[config.mk]
export PLATFORM = sky130hd
export DESIGN_NAME = sram_loader
export DESIGN_NICKNAME = d
export VERILOG_FILES = /design/src/rtl/sram_loader.sv
export SDC_FILE = /design/constraint.sdc
export NUM_CORES = 1
export LEC_CHECK = 0
export CORE_ASPECT_RATIO = 0.75
export CORE_UTILIZATION = 55
export DETAILED_ROUTE_END_ITERATION = 8
export PLACE_DENSITY = 0.82
export SYNTH_ARGS = -nofsm -noshare
export SYNTH_HDL_FRONTEND = slang
export SYNTH_SLANG_ARGS = --single-unit
[constraint.sdc]
create_clock -name clk_i -period 3.45 [get_ports clk_i]
set_input_delay 0.69 -clock clk_i [delete_from_list [all_inputs] [get_ports clk_i]]
set_output_delay 0.69 -clock clk_i [all_outputs]
set_load 0.02 [all_outputs]
[src/rtl/sram_loader.sv]
// UART boot loader: receives a little-endian length header followed by image bytes and writes
// them to SRAM, then releases the core reset. Optional trailing XOR checksum: SRAM_LOADER_CHECKSUM_EN.
module sram_loader #(
  parameter int AW           = 14,
  parameter int CLKS_PER_BIT = 16
) (
  input  logic          clk_i,
  input  logic          rst_ni,
  input  logic          rx_i,
  output logic [AW-1:0] sram_waddr_o,
  output logic [7:0]    sram_wdata_o,
  output logic          sram_wen_o,
  output logic          core_rst_no,
  output logic          done_o,
  output logic          err_o
);

  localparam int CW = (CLKS_PER_BIT > 2) ? $clog2(CLKS_PER_BIT) : 1;
  localparam logic [CW-1:0] HALF_M1 = CW'(CLKS_PER_BIT / 2 - 1);
  localparam logic [CW-1:0] FULL_M1 = CW'(CLKS_PER_BIT - 1);
  localparam logic [16:0]   MAX_LEN = 17'(1) << AW;

  typedef enum logic [1:0] {RX_IDLE, RX_START, RX_DATA, RX_STOP} rx_state_e;

  typedef enum logic [2:0] {
    S_LEN_LO,
    S_LEN_HI,
    S_DATA,
`ifdef SRAM_LOADER_CHECKSUM_EN
    S_CHK,
`endif
    S_DONE,
    S_ERR
  } state_e;

`ifdef SRAM_LOADER_CHECKSUM_EN
  localparam state_e POST_DATA = S_CHK;
`else
  localparam state_e POST_DATA = S_DONE;
`endif

  // rx_prev_q is one more stage on the synchronized line, used only for edge detection
  logic rx_meta_q, rx_sync_q, rx_prev_q;
  rx_state_e rx_state_q, rx_state_d;
  logic [CW-1:0] cnt_q, cnt_d;
  logic [2:0] bit_q, bit_d;
  logic [7:0] shift_q, shift_d;
  logic byte_vld, frame_err;

  state_e state_q, state_d;
  logic [15:0] len_q, len_d, idx_q, idx_d;
  logic [AW-1:0] waddr_q, waddr_d;
  logic [7:0] wdata_q, wdata_d;
  logic wen_q, wen_d, done_q, done_d, err_q, err_d;
`ifdef SRAM_LOADER_CHECKSUM_EN
  logic [7:0] csum_q, csum_d;
`endif

  always_ff @(posedge clk_i or negedge rst_ni) begin
    if (!rst_ni) begin
      rx_meta_q  <= 1'b1;
      rx_sync_q  <= 1'b1;
      rx_prev_q  <= 1'b1;
      rx_state_q <= RX_IDLE;
      cnt_q      <= '0;
      bit_q      <= '0;
      shift_q    <= '0;
    end else begin
      rx_meta_q  <= rx_i;
      rx_sync_q  <= rx_meta_q;
      rx_prev_q  <= rx_sync_q;
      rx_state_q <= rx_state_d;
      cnt_q      <= cnt_d;
      bit_q      <= bit_d;
      shift_q    <= shift_d;
    end
  end

  always_comb begin
    rx_state_d = rx_state_q;
    cnt_d      = cnt_q;
    bit_d      = bit_q;
    shift_d    = shift_q;
    byte_vld   = 1'b0;
    frame_err  = 1'b0;
    case (rx_state_q)
      RX_IDLE: begin
        if (rx_prev_q && !rx_sync_q) begin
          rx_state_d = RX_START;
          cnt_d      = '0;
        end
      end
      RX_START: begin
        if (cnt_q == HALF_M1) begin
          cnt_d = '0;
          bit_d = '0;
          // A start bit that has gone high again by mid-bit was a glitch
          rx_state_d = rx_sync_q ? RX_IDLE : RX_DATA;
        end else begin
          cnt_d = cnt_q + CW'(1);
        end
      end
      RX_DATA: begin
        if (cnt_q == FULL_M1) begin
          cnt_d   = '0;
          shift_d = {rx_sync_q, shift_q[7:1]};
          if (bit_q == 3'd7) rx_state_d = RX_STOP;
          else               bit_d = bit_q + 3'd1;
        end else begin
          cnt_d = cnt_q + CW'(1);
        end
      end
      default: begin
        if (cnt_q == FULL_M1) begin
          cnt_d      = '0;
          rx_state_d = RX_IDLE;
          byte_vld   = rx_sync_q;
          frame_err  = !rx_sync_q;
        end else begin
          cnt_d = cnt_q + CW'(1);
        end
      end
    endcase
  end

  always_ff @(posedge clk_i or negedge rst_ni) begin
    if (!rst_ni) begin
      state_q <= S_LEN_LO;
      len_q   <= '0;
      idx_q   <= '0;
      waddr_q <= '0;
      wdata_q <= '0;
      wen_q   <= 1'b0;
      done_q  <= 1'b0;
      err_q   <= 1'b0;
`ifdef SRAM_LOADER_CHECKSUM_EN
      csum_q  <= '0;
`endif
    end else begin
      state_q <= state_d;
      len_q   <= len_d;
      idx_q   <= idx_d;
      waddr_q <= waddr_d;
      wdata_q <= wdata_d;
      wen_q   <= wen_d;
      done_q  <= done_d;
      err_q   <= err_d;
`ifdef SRAM_LOADER_CHECKSUM_EN
      csum_q  <= csum_d;
`endif
    end
  end

  always_comb begin
    state_d = state_q;
    len_d   = len_q;
    idx_d   = idx_q;
    waddr_d = waddr_q;
    wdata_d = wdata_q;
    wen_d   = 1'b0;
    done_d  = (state_q == S_DONE);
    err_d   = (state_q == S_ERR);
`ifdef SRAM_LOADER_CHECKSUM_EN
    csum_d  = csum_q;
`endif
    if (state_q != S_DONE && state_q != S_ERR) begin
      if (frame_err) begin
        state_d = S_ERR;
      end else if (byte_vld) begin
        case (state_q)
          S_LEN_LO: begin
            len_d   = {8'h00, shift_q};
            state_d = S_LEN_HI;
          end
          S_LEN_HI: begin
            len_d = {shift_q, len_q[7:0]};
            if ({1'b0, shift_q, len_q[7:0]} > MAX_LEN)  state_d = S_ERR;
            else if ({shift_q, len_q[7:0]} == 16'd0)    state_d = POST_DATA;
            else                                        state_d = S_DATA;
          end
          S_DATA: begin
            wen_d   = 1'b1;
            waddr_d = idx_q[AW-1:0];
            wdata_d = shift_q;
            idx_d   = idx_q + 16'd1;
`ifdef SRAM_LOADER_CHECKSUM_EN
            csum_d  = csum_q ^ shift_q;
`endif
            if (idx_q == len_q - 16'd1) state_d = POST_DATA;
          end
`ifdef SRAM_LOADER_CHECKSUM_EN
          S_CHK: state_d = (shift_q == csum_q) ? S_DONE : S_ERR;
`endif
          default: ;
        endcase
      end
    end
  end

  assign sram_waddr_o = waddr_q;
  assign sram_wdata_o = wdata_q;
  assign sram_wen_o   = wen_q;
  assign done_o       = done_q;
  assign err_o        = err_q;
  assign core_rst_no  = done_q;

endmodule

# [After elaboration in Yosys (flattened, before gate mapping)]
# Index checks and enable logic that the tools add are counted.
[op_classes] bitwise_logic=2 muxes=30 eq_ne=18 addsub=4 magnitude_cmp=1 reduce_logical=19
[op_table] cell="$pmux 16 s2" count=1
[op_table] cell="$mux 3" count=7
[op_table] cell="$add 16x1->16 const B" count=1
[op_table] cell="$eq 16x16->1" count=1
[op_table] cell="$gt 16x15->1 const B" count=1
[op_table] cell="$logic_not 16->1" count=1
[op_table] cell="$reduce_and 4->1" count=4
[op_table] cell="$sub 16x1->16 const B" count=1
[op_table] cell="$mux 2" count=6
[op_table] cell="$mux 4" count=3
[op_table] cell="$ne 2x2->1 const B" count=5
[op_table] cell="$reduce_and 5->1" count=2
[op_table] cell="$mux 1" count=9
[op_table] cell="$pmux 3 s3" count=1
[op_table] cell="$pmux 4 s2" count=1
[op_table] cell="$eq 3x2->1 const B" count=2
[op_table] cell="$eq 3x3->1 const B" count=2
[op_table] cell="$ne 3x3->1 const B" count=2
[op_table] cell="$pmux 2 s3" count=1
[op_table] cell="$pmux 3 s2" count=1
[op_table] cell="$reduce_bool 2->1" count=3
[op_table] cell="$add 4x1->4 const B" count=1
[op_table] cell="$eq 4x3->1 const B" count=1
[op_table] cell="$eq 4x4->1 const B" count=1
[op_table] cell="other kinds (14)" count=16
[word_totals] register_bits=80 out_inout_bits=26 input_bits=3 word_cells=90

# [Logic depth before layout (Yosys ltp)]
[depth] word_depth=6 depth_mapped=9 ltp_nobuf=9

# [Least setup slack after synthesis]
# OpenSTA, ideal clock, no wires.
[synth_path] path_kind="register to register" start="register len_q[0]" end="register state_q[2]" setup_ps=125 required_time_ps=3325 period_less_slack_ps=2530 t_arrival_ps=2405 path_buffers=0 path_slack_ps=920 stages_incl_launch_ff=10 path_cell_list="dfrtp_1 -> inv_1 -> ha_1 -> or4b_2 -> and4b_1 -> xnor2_1 -> o211ai_1 -> nor3_2 -> a41oi_2 -> mux2_4"
[synth_between] elab_chain_len=5 elab_cells_between_ends=9 cone_classes="1 x add/sub; 1 x order compare; 2 x eq/ne; 4 x mux; 1 x reduce/logical"
[synth_rtl] element="start: declaration" line="51" rtl="logic [15:0] len_q, len_d, idx_q, idx_d;"
[synth_rtl] element="start signal: assignment" line="141" rtl="len_q <= len_d;"
[synth_rtl] element="parallel branches: the longest is 5 deep, another holds $sub 16x1->16"
[synth_rtl] element="end signal: assignment" line="140" rtl="state_q <= state_d;"
[synth_rtl] element="end: declaration" line="50" rtl="state_e state_q, state_d;"
# Several ways; the timed one is not identified. The select of a mux whose other input is x is not followed.
# A chain may end at the register's enable or synchronous reset.

# [Worst setup path after layout]
# Ends and elaborated chain as after synthesis.

==> metrics.log <==
[metrics] run status: complete, but fails checks
[metrics] violated checks: design-rule violations
[metrics] Antenna diodes: 0
[metrics] aggregate global routing overflow: 0
[metrics] Clock Skew: 11.0 ps
[metrics] register-to-register path setup slack: 650 ps
[metrics] post-synthesis instance area: 3810 µm²
[metrics] hold_buf cts: 0
[metrics] Post-CTS Setup Bufs: 0
[metrics] total iterations of the first detailed-routing run: 6
[metrics] most common cell in the netlist: sky130_fd_sc_hd__dfrtp_1
[metrics] post-synthesis xor/xnor area fraction: 8.95%
[metrics] initial core utilization: 58.6%
[metrics] VDD IR-drop max: 0.254 mV
[metrics] arrival time of the worst setup path: 3060 ps
[metrics] critical setup path kind: reg2reg
[metrics] maximum count of clock buffers along a single path: 2
[metrics] area share of the largest cell type after synthesis: 50.5%
[metrics] die outline height: 74.1 µm
[metrics] post-synthesis cell type count: 47
[metrics] Std-Cell Rows: 25
[metrics] sequential share of the synthesized area: 52.6%
[metrics] synthesized-area fraction occupied by ao, oa, aoi and oai cells: 7.81%
[metrics] Routability Congestion: 0.938
[metrics] data required time at the worst endpoint: 3700 ps
[metrics] crit start category: flop
[metrics] largest stage delay on the critical path: 680 ps
[metrics] Area growth, synth to finish: 14.8%
[metrics] most area-hungry cell type in the Yosys netlist: sky130_fd_sc_hd__dfrtp_1
[metrics] CTS clk-pin slew, worst paths: 90 ps
[metrics] top flip-flop cell by instance count after synthesis: sky130_fd_sc_hd__dfrtp_1
[metrics] Tightest Hold Check Type: reg2reg
[metrics] TritonCTS clock tree: done
[metrics] max-cap viol count: 0
[metrics] total routing resource utilization after global routing: 22.5%
[metrics] number of buffers inserted by port buffering: 28
[metrics] max-slew violations: 0
[metrics] ratio of cells with drive above 1 in the final layout: 19.3%
[metrics] count of nets left with antenna violations after detail routing: 0
[metrics] capturing element type of the critical path: flop
[metrics] cell with the largest stage delay on the worst path: sky130_fd_sc_hd__or4b_2
[metrics] initial antenna violation count: 0
[metrics] total CTS buffers: 9
[metrics] Core Footprint: 6510 µm²
[metrics] number of global-route vias before repair: 2521
[metrics] main combinational cell family by area after synthesis: simple AND/OR/NAND/NOR gates
[metrics] fmax: 357 MHz
[metrics] Skew-Pair Late Insertion Delay: 370 ps
[metrics] Gate Count Post-Synth: 336
[metrics] mean cell area of the mapped netlist: 11.4 µm²
[metrics] RSZ-0062 raised after global routing: no
[metrics] worst-path cell chain: inv_1 -> ha_1 -> or4b_2 -> and4b_1 -> xnor2_1 -> o211ai_1 -> nor3_2 -> a41oi_2 -> mux2_4
[metrics] via density per instance: 5.81
[metrics] Critical Path Fanout Max: 6
[metrics] count of yosys warnings during synthesis: 0
[metrics] relative slew slack: 34.5%
[metrics] reported leakage power: 2.06 nW
[metrics] area of the die: 7280 µm²
[metrics] pin count of the biggest net entering global routing: 81
[metrics] period utilisation layout: 81.3%
[metrics] mux contribution to synthesized area: 11.9%
[metrics] fill cell instance count of the final layout: 505
[metrics] count of H-tree levels built during CTS: 3
[metrics] remaining routing DRC violations: 3
[metrics] final sum of negative setup slack: 0 ps
[metrics] CTS root buffer: sky130_fd_sc_hd__clkbuf_8
[metrics] number of flops mapped to enable cells by yosys: 0
[metrics] Routed WL per cell: 16.3 µm
[metrics] most frequent cells after synthesis: sky130_fd_sc_hd__dfrtp_1, sky130_fd_sc_hd__mux2_2, sky130_fd_sc_hd__o21ai_0, sky130_fd_sc_hd__xor2_1, sky130_fd_sc_hd__nor2_1
[metrics] number of nets produced by synthesis: 344
[metrics] quantity of gates resized following cts: 0
[metrics] adder-cell area share of the yosys netlist: 1.64%
[metrics] vias post-DR: 2644
[metrics] Die W: 98.2 µm
[metrics] simple logic cell fraction of the synthesized area: 14.5%
[metrics] Sinks on Clock Net: 80
[metrics] Detailed Route WL: 7420 µm
[metrics] PwrDens: 448 nW/µm²
[metrics] transition at the pin with the smallest max-transition slack: 982 ps
[metrics] detailed placement HPWL: 5150 µm
[metrics] final layout net count: 377
[metrics] Ports: 29
[metrics] Async SR Flop Fraction: 100%
[metrics] post-route core utilization: 67.3%
[metrics] ranking of synthesized cells by area: sky130_fd_sc_hd__dfrtp_1, sky130_fd_sc_hd__mux2_2, sky130_fd_sc_hd__xor2_1
[metrics] final hold viol count: 0
[metrics] min cycle time layout: 2800 ps
[metrics] setup violation total in the final timing report: 0
[metrics] wire length of the first global-routing pass: 12600 µm
[metrics] FF+latch count, synth: 80
[metrics] initial DRC count: 180
## cells in the final DEF (no fill, tap or decap), types with 3 or more instances in the layout
master / count
sky130_fd_sc_hd__xor2_1: 22
sky130_fd_sc_hd__clkbuf_8: 10
sky130_fd_sc_hd__dfstp_2: 3
sky130_fd_sc_hd__and3_1: 3
sky130_fd_sc_hd__nor4_1: 6
sky130_fd_sc_hd__xnor2_1: 17
sky130_fd_sc_hd__mux2_2: 39
sky130_fd_sc_hd__buf_4: 5
sky130_fd_sc_hd__nand3_1: 18
sky130_fd_sc_hd__a21oi_1: 4
sky130_fd_sc_hd__ha_1: 5
sky130_fd_sc_hd__nand2b_1: 5
sky130_fd_sc_hd__nor3_1: 7
sky130_fd_sc_hd__nand3b_1: 3
sky130_fd_sc_hd__inv_1: 15
sky130_fd_sc_hd__a31oi_1: 3
sky130_fd_sc_hd__nand4_1: 4
sky130_fd_sc_hd__dfrtp_1: 77
sky130_fd_sc_hd__nor2_1: 21
sky130_fd_sc_hd__nand2_1: 20
sky130_fd_sc_hd__clkdlybuf4s50_1: 27
sky130_fd_sc_hd__inv_6: 4
sky130_fd_sc_hd__o21ai_0: 22
sky130_fd_sc_hd__o31ai_1: 3
## layer usage
layer	part of all wire, %	GRT usage, %
met1	50	32.4
met2	43	33.7
met3	5.5	4.89
met4	1.4	9.29
met5	0	0
## worst max-delay path: cells and delay by family (launching register included)
kind / cells / cell delay (ps)
xor gates and xnor gates: 1 / 130
AOI/OAI and AO/OA: 2 / 310
DFF: 1 / 440
muxes: 1 / 320
and+or+nand+nor: 3 / 1140
adders and majority gates: 1 / 260
buffers and inverters: 1 / 90
## cell type report
cell class / count / area [µm²] / share of cell area (%)
Timing Repair Buffer: 32 / 308 / 7.03
Tap cell: 81 / 101 / 2.31
Inverter: 15 / 56.3 / 1.29
Clock buffer: 10 / 138 / 3.14
Sequential cell: 80 / 2010 / 45.8
Clock inverter: 6 / 55.1 / 1.26
Multi-Input combinational cell: 231 / 1710 / 39.2
## sequential cells by signal, summed over array words and instances, names as in the netlist
| signal | count |
|---|---|
| idx_q | 16 |
| len_q | 16 |
| sram_waddr_o | 14 |
| shift_q | 8 |
| sram_wdata_o | 8 |
| cnt_q | 4 |
| bit_q | 3 |
| state_q | 3 |
| rx_state_q | 2 |
| core_rst_no | 1 |
| err_o | 1 |
| rx_meta_q | 1 |
| rx_prev_q | 1 |
| rx_sync_q | 1 |
| sram_wen_o | 1 |
## power breakdown
group	switching [mW]	internal, mW	leakage, nW
registers	0.0822	0.984	1.09
clock network	0.375	0.297	0.100
logic	0.130	0.0941	0.870
## kinds of logic after synthesis
family	Yosys count
AOI/OAI and AO/OA	46
xor gates and xnor gates	39
adders and majority gates	5
buffers and inverters	25
DFF	80
muxes	40
and+or+nand+nor	101
## stage by stage
step           area [µm²]  std cells  power (mW)  hold slack (ps)  setup slack (ps)
2_1_floorplan        3810        336        1.24              345               920
3_5_place_dp         4190        439        1.31              354               714
4_1_cts              4380        455        1.98              368               681
3_3_place_gp         4190        439        1.29              346               826
5_1_grt              4380        455        2.06              373               496
6_report             4380        455        1.96              368               647
## worst paths after layout
kind                            cells after the start      start           to
worst max-delay path                                9   len_q[0]   state_q[2]
worst min-delay path                                0  rx_meta_q    rx_sync_q
worst max register to register                      9   len_q[0]   state_q[2]
worst min register to register                      0  rx_meta_q    rx_sync_q
max in group asynchronous                           1     rst_ni    len_q[12]
min in group asynchronous                           1     rst_ni  core_rst_no
Power figures use the tool's default switching activity.
